<file path="src/rtl/reg_file_sched_pkg.sv">
// Shared sizing and request types for the LC-3 register-file write scheduler.
package reg_file_sched_pkg;

  localparam int NUM_REGS = 8;
  localparam int ADDR_W   = 3;
  localparam int DATA_W   = 16;
  localparam int CNT_W    = 2;

  typedef logic [ADDR_W-1:0] reg_idx_t;
  typedef logic [DATA_W-1:0] reg_data_t;

  typedef struct packed {
    logic      valid;
    reg_idx_t  dr;
    reg_data_t data;
  } wr_req_t;

endpackage

</file>
<file path="src/rtl/reg_file_wr_sched_rr_arbiter2.sv">
// Two-way round-robin arbiter with a global hold. On contention the requester
// that did not win last time is granted; last_grant resets to 1 so requester 0
// wins the first contention.
module rr_arbiter2
  import reg_file_sched_pkg::*;
(
  input  logic       clock,
  input  logic       reset,
  input  logic       hold_i,
  input  logic [1:0] valid_i,
  output logic [1:0] grant_o
);

  logic last_grant_q, last_grant_d;

  // Grant selection: hold blocks everything, single requester wins outright.
  always_comb begin
    grant_o = 2'b00;
    if (!hold_i) begin
      if (&valid_i) grant_o = last_grant_q ? 2'b01 : 2'b10;
      else          grant_o = valid_i;
    end
  end

  // Remember the winner of any accepted request.
  always_comb begin
    last_grant_d = last_grant_q;
    if (grant_o[1])      last_grant_d = 1'b1;
    else if (grant_o[0]) last_grant_d = 1'b0;
  end

  // Priority pointer register.
  always_ff @(posedge clock or posedge reset) begin
    if (reset) last_grant_q <= 1'b1;
    else       last_grant_q <= last_grant_d;
  end

endmodule

</file>
<file path="src/rtl/reg_file_wr_sched.sv">
// Write scheduler for the LC-3 8x16 register file: arbitrates the execute and
// load writeback paths onto the single registered write port and keeps a
// per-register pending-write scoreboard for decode hazard detection.
// Optional: define RF_BYPASS_EN to expose same-cycle write data to decode.
module reg_file_wr_sched
  import reg_file_sched_pkg::*;
#(
  parameter int NUM_REGS = reg_file_sched_pkg::NUM_REGS,
  parameter int ADDR_W   = reg_file_sched_pkg::ADDR_W,
  parameter int DATA_W   = reg_file_sched_pkg::DATA_W,
  parameter int CNT_W    = reg_file_sched_pkg::CNT_W
) (
  input  logic                clock,
  input  logic                reset,
  input  logic                hold,
  input  logic                req0_valid,
  input  logic [ADDR_W-1:0]   req0_dr,
  input  logic [DATA_W-1:0]   req0_data,
  output logic                req0_ready,
  input  logic                req1_valid,
  input  logic [ADDR_W-1:0]   req1_dr,
  input  logic [DATA_W-1:0]   req1_data,
  output logic                req1_ready,
  output logic                rf_wr,
  output logic [ADDR_W-1:0]   rf_dr,
  output logic [DATA_W-1:0]   rf_din,
  input  logic                sb_set_valid,
  input  logic [ADDR_W-1:0]   sb_set_dr,
  output logic                sb_stall,
  input  logic [ADDR_W-1:0]   sr1,
  input  logic [ADDR_W-1:0]   sr2,
  output logic                sr1_busy,
  output logic                sr2_busy,
  output logic [NUM_REGS-1:0] busy,
  output logic                byp1_hit,
  output logic                byp2_hit,
  output logic [DATA_W-1:0]   byp1_data,
  output logic [DATA_W-1:0]   byp2_data
);

  logic [1:0]        grant;
  wr_req_t           req0_s, req1_s, sel_s;
  logic              rf_wr_q, rf_wr_d;
  logic [ADDR_W-1:0] rf_dr_q, rf_dr_d;
  logic [DATA_W-1:0] rf_din_q, rf_din_d;
  logic [NUM_REGS-1:0] busy_v, sat_v;

  rr_arbiter2 u_arb (
    .clock   (clock),
    .reset   (reset),
    .hold_i  (hold),
    .valid_i ({req1_valid, req0_valid}),
    .grant_o (grant)
  );

  assign req0_ready = grant[0];
  assign req1_ready = grant[1];
  assign req0_s     = '{valid: req0_valid, dr: req0_dr, data: req0_data};
  assign req1_s     = '{valid: req1_valid, dr: req1_dr, data: req1_data};
  assign sel_s      = grant[1] ? req1_s : req0_s;

  // Next write-port contents: load the winner, otherwise keep dr/din.
  always_comb begin
    rf_wr_d  = (|grant) && sel_s.valid;
    rf_dr_d  = rf_dr_q;
    rf_din_d = rf_din_q;
    if (rf_wr_d) begin
      rf_dr_d  = sel_s.dr;
      rf_din_d = sel_s.data;
    end
  end

  // Registered write stage; reset drops any in-flight write immediately.
  always_ff @(posedge clock or posedge reset) begin
    if (reset) begin
      rf_wr_q  <= 1'b0;
      rf_dr_q  <= '0;
      rf_din_q <= '0;
    end else begin
      rf_wr_q  <= rf_wr_d;
      rf_dr_q  <= rf_dr_d;
      rf_din_q <= rf_din_d;
    end
  end

  assign rf_wr  = rf_wr_q;
  assign rf_dr  = rf_dr_q;
  assign rf_din = rf_din_q;

  // A saturated counter refuses new sets; decode must retry.
  assign sb_stall = sat_v[sb_set_dr];

  for (genvar i = 0; i < NUM_REGS; i++) begin : g_sb
    logic [CNT_W-1:0] cnt_q, cnt_d;
    logic             inc, dec;

    assign inc = sb_set_valid && (sb_set_dr == ADDR_W'(i)) && !sb_stall;
    assign dec = rf_wr_q && (rf_dr_q == ADDR_W'(i));

    // Pending-write count: simultaneous set and retire cancel; no wrap at 0.
    always_comb begin
      cnt_d = cnt_q;
      if (inc && !dec)                    cnt_d = cnt_q + 1'b1;
      else if (dec && !inc && cnt_q != '0) cnt_d = cnt_q - 1'b1;
    end

    // Counter register.
    always_ff @(posedge clock or posedge reset) begin
      if (reset) cnt_q <= '0;
      else       cnt_q <= cnt_d;
    end

    assign busy_v[i] = |cnt_q;
    assign sat_v[i]  = &cnt_q;
  end

  assign busy     = busy_v;
  assign sr1_busy = busy_v[sr1];
  assign sr2_busy = busy_v[sr2];

`ifdef RF_BYPASS_EN
  // reg_file reads return old data until the edge, so forward the write now.
  assign byp1_hit  = rf_wr_q && (rf_dr_q == sr1);
  assign byp2_hit  = rf_wr_q && (rf_dr_q == sr2);
  assign byp1_data = rf_din_q;
  assign byp2_data = rf_din_q;
`else
  assign byp1_hit  = 1'b0;
  assign byp2_hit  = 1'b0;
  assign byp1_data = '0;
  assign byp2_data = '0;
`endif

endmodule

</file>
<file path="config.mk">
export PLATFORM = sky130hd
export DESIGN_NAME = reg_file_wr_sched
export DESIGN_NICKNAME = d
export VERILOG_FILES = /design/src/rtl/reg_file_sched_pkg.sv /design/src/rtl/reg_file_wr_sched_rr_arbiter2.sv /design/src/rtl/reg_file_wr_sched.sv
export SDC_FILE = /design/constraint.sdc
export NUM_CORES = 1
export LEC_CHECK = 0
export BUFFER_PORTS_ARGS = -buffer_cell sky130_fd_sc_hd__buf_2
export CAP_MARGIN = 40
export CORE_ASPECT_RATIO = 2
export CORE_MARGIN = 1.5
export CORE_UTILIZATION = 52
export CTS_CLUSTER_DIAMETER = 200
export DETAILED_ROUTE_END_ITERATION = 6
export GPL_ROUTABILITY_DRIVEN = 0
export PLACE_DENSITY = 0.87
export SYNTH_ARGS = -nofsm -noshare
export SYNTH_HDL_FRONTEND = slang
export SYNTH_HIERARCHICAL = 1
export SYNTH_SLANG_ARGS = --single-unit
</file>
<file path="constraint.sdc">
create_clock -name clock -period 4.5 [get_ports clock]
set_input_delay 0.45 -clock clock [delete_from_list [all_inputs] [get_ports clock]]
set_output_delay 0.45 -clock clock [all_outputs]
set_load 0.005 [all_outputs]
</file>
==> reports/qor.csv, run 1 <==
stage;metric;value;unit
cells_and_area;most frequent cells in the layout;buf_2, nor2_1, dfrtp_1, a21oi_1, conb_1;
synthesis;dominant synthesized flop cell;dfrtp_1;
clock_tree;insertion delay to the later sink of the worst-skew pair;0.29;ns
worst_hold_path;path type of the worst min-delay path;in2async;
drt;number of DRC markers in iteration 0;49;
clock_tree;CTS tree;done;
floorplanning;initial cell density of the core;0.532;
clock_tree;cts repair resizes;0;
sta;setup repair after global routing missed its margin;no;
floorplanning;IO Count;120;
drt;Via density;5.37;
grt;number of global-route vias before repair;2355;
clock_tree;master cell of the clock root buffer;clkbuf_8;
sta;setup TNS;0;ns
critical_path;critical path class;reg2out;
sta;highest achievable clock rate;444;MHz
job;maximum capacitance violations;0;
synthesis;portion of the post-synthesis area used by sequential elements;0.342;
drt;detailed route wirelength on metal3;273;um
critical_path;startpoint of the worst-slack reg-to-reg timing path;u_arb/last_grant_q;
cells_and_area;FF+latch area;927;um2
run_status;result of the run;finished clean;
power;Max rail drop VDD;282;uV
critical_path;r2r setup slk;2.54;ns
sta;Least-Margin Pin Slew;0.529;ns
sta;clock period minus worst slack;2.25;ns
cells_and_area;Finished Core Util;0.611;
critical_path;CP arrival;1.80;ns
cells_and_area;most common cell after layout, fill and taps aside;buf_2;
sta;number of endpoints failing setup at the final stage;0;
drt;post-route antenna net violation count;0;
grt;GR Util All Layers;0.226;
cells_and_area;layout cells sized above 1;0.312;
synthesis;instance count of the mapped netlist;314;
drt;routed wire length;5890;um
grt;antenna violations before repair;0;
placement;Placed Instances;441;
sta;slew margin rel.;0.647;
sta;final hold viol count;0;
drt;residual DRC count;0;
drt;met1 layer wirelength in the final routing;2180;um
clock_tree;sink count of the clock tree;37;
sta;clock skew;0.00693;ns
clock_tree;number of buffers added to fix hold violations after cts;0;
cells_and_area;filler cell count;431;
floorplanning;Die Y-Extent;105;um
clock_tree;Clock Path Buffers;2;
grt;remaining global-route overflow;0;
sta;post-route clock period utilization;0.500;
power;leakage power total;1.44;nW
critical_path;count of cells along the worst register-to-register path;6;
synthesis;number of register bits inferred by synthesis;37;
cells_and_area;Layout area overhead;14.9;%
floorplanning;total die area;0.00568;mm2
drt;TritonRoute pass-1 iters;4;
placement;half-perimeter wire length of the detailed placement result;4560;um
grt;wire length of the first global-routing pass;9630;um
synthesis;Syn Std Cell Area;0.00271;mm2
grt;pin count of the biggest net entering global routing;37;
drt;routed wire length per instance;13.1;um
critical_path;Critical R2R Capture;rf_din[3];
clock_tree;count of buffers added by post-CTS timing repair for setup;0;
clock_tree;total CTS buffers;5;
placement;input/output buffers;85;
critical_path;highest fanout seen on the critical path;5;
cells_and_area;post-route insts no fill;449;
drt;met2 routed WL;3330;um
cells_and_area;nets;443;
synthesis;count of distinct cell types in the synthesized netlist;46;
clock_tree;clock input transition at the sequential cells of the worst setup and hold paths;0.07;ns
synthesis;count of flip-flops with a built-in enable after synthesis;0;
floorplanning;Rows;37;
clock_tree;number of levels the H-tree was split into;2;
power;PD cells;426;mW/mm2
sta;pins over their slew limit;0;
synthesis;Async S/R FF share, synth;1.00;
synthesis;count of warnings emitted by yosys;6;
synthesis;Syn Area/Cell;8.63;um2
cells_and_area;Antenna Diode Count;0;
drt;vias after detailed routing;2410;
drt;uppermost layer routed;met4;
floorplanning;area inside the core boundary;0.00509;mm2
floorplanning;die width;54.0;um
placement;area of placed instances;0.00299;mm2
cells_and_area;Layout Cell Area excl Fill;0.00311;mm2
critical_path;kind of capture point of the worst setup path;output pin;
critical_path;Required @ worst endpoint;4.05;ns
critical_path;type of origin of the critical path;register;
cells_and_area;area of the multi-input gates;0.00149;mm2
## flip-flops by register name (all words and copies together), names as in the netlist
signal,flops
u_arb/last_grant_q,1
g_sb.cnt_q,16
rf_wr,1
rf_dr,3
rf_din,16
## metrics by stage
step           total power, mW  setup WS, ns  hold WS (ns)
2_1_floorplan            0.883          2.70         0.340
3_3_place_gp              1.00          2.44         0.462
3_5_place_dp              1.03          2.34         0.471
4_1_cts                   1.34          2.23         0.154
5_1_grt                   1.43          2.12         0.156
6_report                  1.33          2.25         0.160
## worst max-delay path by stage
stage	start	endpoint	slack, ns	depth (start not counted)
2_1_floorplan	sb_set_dr[1]	sb_stall	2.70	5
3_3_place_gp	hold	rf_dr[2]	2.44	9
3_5_place_dp	hold	rf_din[3]	2.34	9
4_1_cts	g_sb[3].cnt_q[1]	sr2_busy	2.23	5
5_1_grt	g_sb[3].cnt_q[1]	sr2_busy	2.12	5
6_report	g_sb[3].cnt_q[1]	sr2_busy	2.25	5
## cell usage after synthesis, types with 2 or more instances
cell | count | share of area
nand2b_1 | 2 | 0.0046
nand4_1 | 2 | 0.0046
dfrtp_1 | 36 | 0.33
clkbuf_1 | 2 | 0.0028
a31oi_1 | 3 | 0.0069
mux2_2 | 4 | 0.017
nand2_2 | 3 | 0.0069
and4bb_4 | 3 | 0.018
inv_1 | 15 | 0.021
nor4bb_1 | 3 | 0.011
nand2_1 | 15 | 0.021
buf_2 | 10 | 0.018
nor3_1 | 3 | 0.0055
and4b_2 | 2 | 0.0083
nand4bb_1 | 2 | 0.0083
o2bb2ai_1 | 3 | 0.0097
or2_1 | 3 | 0.0069
buf_4 | 36 | 0.10
mux2i_1 | 20 | 0.074
a211oi_1 | 3 | 0.0083
nor2_1 | 59 | 0.082
o22ai_1 | 4 | 0.0092
buf_6 | 3 | 0.012
o21ai_0 | 15 | 0.028
a21oi_1 | 35 | 0.065
nand3_1 | 3 | 0.0055
mux4_2 | 3 | 0.025
nand4b_1 | 4 | 0.013
## worst max-delay path: stages (launching register included)
cell	delay (ns)
dfrtp_1	0.42
or2_2	0.34
nor2_1	0.10
a21oi_1	0.05
mux4_2	0.46
buf_2	0.14
## power by group
group	internal (mW)	switching, mW
logic	0.230	0.226
registers	0.434	0.130
clock network	0.180	0.126
total	0.844	0.482
## cell type report
type | instances | area share
clock inverters | 2 | 0.0121
repair buffers | 88 | 0.144
inverters | 15 | 0.0181
flip-flops and latches | 37 | 0.298
clock buffers | 6 | 0.0265
multi-input cells | 243 | 0.478
well taps | 58 | 0.0233
## routing by layer
layer	vias up	GRT usage
met5	-	0
met3	6	0.0286
met4	0	0.0946
li1	1175	-
met1	1135	0.220
met2	94	0.434
## cell families (layout without fill, tap and decap cells)
family	after synthesis	after routing	synth area share
simple gates	115	115	0.242
flops	37	37	0.342
buf+inv	67	111	0.157
mux	27	27	0.115
compound gates	67	67	0.141
other cells	1	34	0.00138
(Power assumes the default switching activity.)
==> inputs of run 2 (changes only) <==
--- a/config.mk
+++ b/config.mk
@@ -9,11 +9,11 @@
 export CAP_MARGIN = 40
 export CORE_ASPECT_RATIO = 2
 export CORE_MARGIN = 1.5
-export CORE_UTILIZATION = 52
+export CORE_UTILIZATION = 48
 export CTS_CLUSTER_DIAMETER = 200
 export DETAILED_ROUTE_END_ITERATION = 6
 export GPL_ROUTABILITY_DRIVEN = 0
-export PLACE_DENSITY = 0.87
+export PLACE_DENSITY = 0.81
 export SYNTH_ARGS = -nofsm -noshare
 export SYNTH_HDL_FRONTEND = slang
 export SYNTH_HIERARCHICAL = 1
==> constraint.sdc (replaced) <==
create_clock -name clock -period 2.1 [get_ports clock]
set_input_delay 0.21 -clock clock [delete_from_list [all_inputs] [get_ports clock]]
set_output_delay 0.21 -clock clock [all_outputs]
set_load 0.005 [all_outputs]
==> reports/qor.csv, run 2 (same netlist as run 1, synthesis figures left out) <==
stage;metric;value;unit
sta;number of endpoints failing setup at the final stage;0;
power;leakage power total;1.44;nW
cells_and_area;most frequent cells in the layout;buf_2, nor2_1, dfrtp_1, a21oi_1, conb_1;
critical_path;type of origin of the critical path;register;
floorplanning;initial cell density of the core;0.500;
floorplanning;IO Count;120;
sta;setup repair after global routing missed its margin;no;
run_status;result of the run;finished clean;
drt;detailed route wirelength on metal3;323;um
clock_tree;master cell of the clock root buffer;clkbuf_8;
critical_path;kind of capture point of the worst setup path;output pin;
sta;post-route clock period utilization;0.963;
sta;clock period minus worst slack;2.02;ns
floorplanning;Rows;38;
grt;GR Util All Layers;0.205;
sta;highest achievable clock rate;494;MHz
floorplanning;die width;56.1;um
drt;residual DRC count;0;
cells_and_area;Antenna Diode Count;0;
drt;Via density;5.31;
sta;pins over their slew limit;0;
clock_tree;sink count of the clock tree;37;
cells_and_area;Layout area overhead;14.9;%
drt;routed wire length per instance;13.5;um
grt;antenna violations before repair;0;
clock_tree;Clock Path Buffers;2;
clock_tree;number of levels the H-tree was split into;2;
sta;setup TNS;0;ns
grt;number of global-route vias before repair;2185;
placement;input/output buffers;85;
job;maximum capacitance violations;0;
drt;vias after detailed routing;2412;
drt;number of DRC markers in iteration 0;82;
critical_path;highest fanout seen on the critical path;5;
clock_tree;clock input transition at the sequential cells of the worst setup and hold paths;0.07;ns
drt;met2 routed WL;3470;um
clock_tree;count of buffers added by post-CTS timing repair for setup;0;
critical_path;critical path class;reg2out;
drt;TritonRoute pass-1 iters;4;
drt;post-route antenna net violation count;0;
power;PD cells;864;mW/mm2
cells_and_area;Layout Cell Area excl Fill;0.00311;mm2
worst_hold_path;path type of the worst min-delay path;in2reg;
drt;routed wire length;6140;um
clock_tree;total CTS buffers;5;
floorplanning;area inside the core boundary;0.00542;mm2
sta;final hold viol count;0;
sta;clock skew;0.00473;ns
drt;met1 layer wirelength in the final routing;2210;um
power;overall power of the completed layout;2.69;mW
clock_tree;number of buffers added to fix hold violations after cts;1;
cells_and_area;nets;446;
grt;pin count of the biggest net entering global routing;28;
clock_tree;cts repair resizes;0;
drt;uppermost layer routed;met4;
clock_tree;CTS tree;done;
grt;wire length of the first global-routing pass;9690;um
grt;remaining global-route overflow;0;
placement;area of placed instances;0.00302;mm2
floorplanning;total die area;0.00613;mm2
cells_and_area;most common cell after layout, fill and taps aside;buf_2;
critical_path;CP arrival;1.81;ns
cells_and_area;filler cell count;513;
power;Max rail drop VDD;524;uV
clock_tree;insertion delay to the later sink of the worst-skew pair;0.30;ns
floorplanning;Die Y-Extent;109;um
critical_path;Required @ worst endpoint;1.89;ns
placement;half-perimeter wire length of the detailed placement result;4680;um
cells_and_area;layout cells sized above 1;0.307;
-- run 2: changes by cell type in the layout (fill, tap and decap cells not counted), sizes merged --
cell	change
clkinvlp	-1
clkbuf	+2
dlygate4sd3	+1
buf	+2
bufinv	-1
-- run 2: power breakdown --
group          internal, mW  leakage [nW]  total (mW)  switching (mW)
registers             0.930         0.414        1.20           0.275
clock network         0.236        0.0395       0.489           0.254
logic                 0.499         0.989       0.995           0.496
total                  1.66          1.44        2.69            1.02
-- run 2: final timing paths --
kind | startpoint | to | slack (ns) | depth (start not counted)
setup / recovery | g_sb[3].cnt_q[1] | sr1_busy | 0.08 | 5
hold / removal | req0_data[8] | rf_din[8] | 0.21 | 3
setup reg to reg | rf_dr[2] | g_sb[3].cnt_q[0] | 0.50 | 4
hold reg to reg | u_arb/last_grant_q | u_arb/last_grant_q | 0.50 | 1
max in group asynchronous | reset | rf_din[5] | 1.15 | 4
min in group asynchronous | reset | u_arb/last_grant_q | 0.45 | 3
-- run 2: area by class of cell --
class	count	area (um2)	share of cell area
inverters	15	56.3	0.0181
clock buffers	8	80.1	0.0257
repair buffers	91	485	0.156
flip-flops and latches	37	927	0.298
multi-input cells	243	1490	0.478
well taps	60	75.1	0.0241
-- run 2: per-stage QoR --
| step | util | hold WS, ns | worst slack, ns | std cells |
|---|---|---|---|---|
| final | 0.574 | 0.210 | 0.0768 | 454 |
| after global routing | 0.574 | 0.222 | 0.0339 | 454 |
| after CTS | 0.574 | 0.201 | 0.0951 | 454 |
| after detailed placement | 0.557 | 0.219 | 0.429 | 445 |
| after global placement | 0.557 | 0.216 | 0.458 | 445 |
| after floorplan | - | 0.0997 | 0.518 | 347 |
-- run 2: per-layer routing --
| metal | vias to the layer above | GRT usage |
|---|---|---|
| met1 | 1122 | 0.208 |
| met4 | 0 | 0.0986 |
| met2 | 102 | 0.388 |
| met3 | 9 | 0.0427 |
| li1 | 1179 | - |
| met5 | - | 0 |
-- run 2: worst max-delay path, cell delays in order (launching register included) --
cell	delay, ns
dfrtp_1	0.43
or2_2	0.34
nor2_1	0.11
a21oi_1	0.05
mux4_2	0.46
buf_2	0.14
==> inputs of run 3 (changes only) <==
==> constraint.sdc (replaced) <==
create_clock -name clock -period 2.1 [get_ports clock]
set_input_delay 0.105 -clock clock [delete_from_list [all_inputs] [get_ports clock]]
set_output_delay 0.105 -clock clock [all_outputs]
set_load 0.005 [all_outputs]
==> reports/qor.csv, run 3 (same netlist as run 1, synthesis figures left out) <==
stage;metric;value;unit
run_status;result of the run;finished clean;
cells_and_area;layout cells sized above 1;0.315;
critical_path;Required @ worst endpoint;2.00;ns
critical_path;highest fanout seen on the critical path;5;
drt;vias after detailed routing;2405;
drt;TritonRoute pass-1 iters;4;
critical_path;CP arrival;1.78;ns
sta;final hold viol count;0;
critical_path;Largest stage delay, worst path;0.46;ns
floorplanning;Die Y-Extent;109;um
clock_tree;Clock Path Buffers;2;
sta;Least-Margin Pin Slew;0.679;ns
job;maximum capacitance violations;0;
sta;clock skew;0.0104;ns
critical_path;launching instance or port of the critical path;g_sb[3].cnt_q[1];
floorplanning;initial cell density of the core;0.500;
power;PD cells;869;mW/mm2
power;leakage power total;1.44;nW
grt;antenna violations before repair;0;
worst_hold_path;worst hold start;req0_data[3];
cells_and_area;FF+latch area;927;um2
cells_and_area;area of the multi-input gates;0.00149;mm2
critical_path;Critical R2R Capture;g_sb[0].cnt_q[0];
grt;number of global-route vias before repair;2150;
sta;number of endpoints failing setup at the final stage;0;
grt;pin count of the biggest net entering global routing;24;
critical_path;r2r setup slk;0.58;ns
sta;clock period minus worst slack;1.89;ns
clock_tree;clock input transition at the sequential cells of the worst setup and hold paths;0.08;ns
cells_and_area;Layout area overhead;15.3;%
floorplanning;area inside the core boundary;0.00542;mm2
sta;post-route clock period utilization;0.898;
grt;wire length of the first global-routing pass;9250;um
sta;setup TNS;0;ns
drt;Via density;5.30;
placement;input/output buffers;85;
clock_tree;sink count of the clock tree;37;
cells_and_area;filler cell count;501;
critical_path;critical path class;reg2out;
grt;GR Util All Layers;0.196;
placement;area of placed instances;0.00302;mm2
critical_path;kind of capture point of the worst setup path;output pin;
drt;routed wire length per instance;13.0;um
critical_path;count of cells along the worst register-to-register path;4;
drt;post-route antenna net violation count;0;
sta;pins over their slew limit;0;
critical_path;type of origin of the critical path;register;
drt;routed wire length;5910;um
cells_and_area;Layout Cell Area excl Fill;0.00312;mm2
sta;highest achievable clock rate;530;MHz
floorplanning;total die area;0.00613;mm2
critical_path;Critical-path top delay cell;mux4_2;
cells_and_area;Antenna Diode Count;0;
worst_hold_path;path type of the worst min-delay path;in2reg;
critical_path;cell breakdown of the critical path;or2_2 > nor2_1 > a21oi_1 > mux4_2 > buf_2;
clock_tree;insertion delay to the later sink of the worst-skew pair;0.30;ns
clock_tree;number of levels the H-tree was split into;2;
sta;setup repair after global routing missed its margin;no;
clock_tree;total CTS buffers;5;
power;Max rail drop VDD;804;uV
placement;half-perimeter wire length of the detailed placement result;4600;um
cells_and_area;nets;446;
sta;slew margin rel.;0.547;
drt;number of DRC markers in iteration 0;33;
cells_and_area;most frequent cells in the layout;buf_2, nor2_1, dfrtp_1, a21oi_1, conb_1;
worst_hold_path;number of cells traversed by the worst hold path;3;
cells_and_area;most common cell after layout, fill and taps aside;buf_2;
floorplanning;die width;56.1;um
worst_hold_path;Hold Crit Endpoint;rf_din[3];
floorplanning;Rows;38;
critical_path;startpoint of the worst-slack reg-to-reg timing path;rf_dr[2];
clock_tree;count of buffers added by post-CTS timing repair for setup;0;
clock_tree;CTS tree;done;
grt;remaining global-route overflow;0;
floorplanning;IO Count;120;
clock_tree;master cell of the clock root buffer;clkbuf_8;
drt;residual DRC count;0;
-- run 3: cell types whose count changed in the layout (fill, tap and decap cells not counted) --
| cell | previous run | this run |
|---|---|---|
| clkbuf_1 | 3 | 0 |
| clkinvlp_4 | 0 | 3 |
-- run 3: cell type report --
type / count / area share
clock buffer: 5 / 0.0220
clock inverter: 3 / 0.00721
inverter: 15 / 0.0180
multi-input combinational: 243 / 0.476
sequential: 37 / 0.297
tap: 60 / 0.0240
timing repair buffer: 91 / 0.155
-- run 3: through the flow --
stage	power (mW)	instances	hold slack [ns]	utilization	setup slack, ns
2_1_floorplan	1.89	347	-0.00530	-	0.518
3_3_place_gp	2.16	445	0.113	0.557	0.567
3_5_place_dp	2.22	445	0.119	0.557	0.535
4_1_cts	2.74	454	0.0808	0.576	0.200
5_1_grt	2.92	454	0.0850	0.576	0.148
6_report	2.71	454	0.0925	0.576	0.214
-- run 3: repair_timing --
| item | CTS | global route |
|---|---|---|
| hold buffers | 1 | 0 |
| hold endpoints to repair | 15 | 0 |
| gates resized for setup | 0 | 0 |
| endpoints found under the setup margin | 0 | 0 |
-- run 3: worst max-delay path by stage --
stage                end  cells after the start
2_1_floorplan  rf_din[0]                      7
3_3_place_gp    sr1_busy                      5
3_5_place_dp    sr1_busy                      5
4_1_cts         sr1_busy                      5
5_1_grt         sr2_busy                      4
6_report        sr1_busy                      5
-- run 3: report_power, final --
part           total (mW)  switching (mW)  internal [mW]
clock network       0.516           0.283          0.233
registers            1.20           0.275          0.930
logic               0.992           0.493          0.499
-- run 3: metal layers --
metal | GRT usage | wire length, um
met5 | 0 | 0
met4 | 0.114 | 186
met3 | 0.0403 | 360
met2 | 0.374 | 3260
met1 | 0.187 | 2110
-- run 3: critical path: cells and delay by family, from the launching register on --
kind	cells	cell delay, ns
flops	1	0.42
simple gates	2	0.41
compound gates	1	0.05
mux	1	0.46
buf+inv	1	0.14
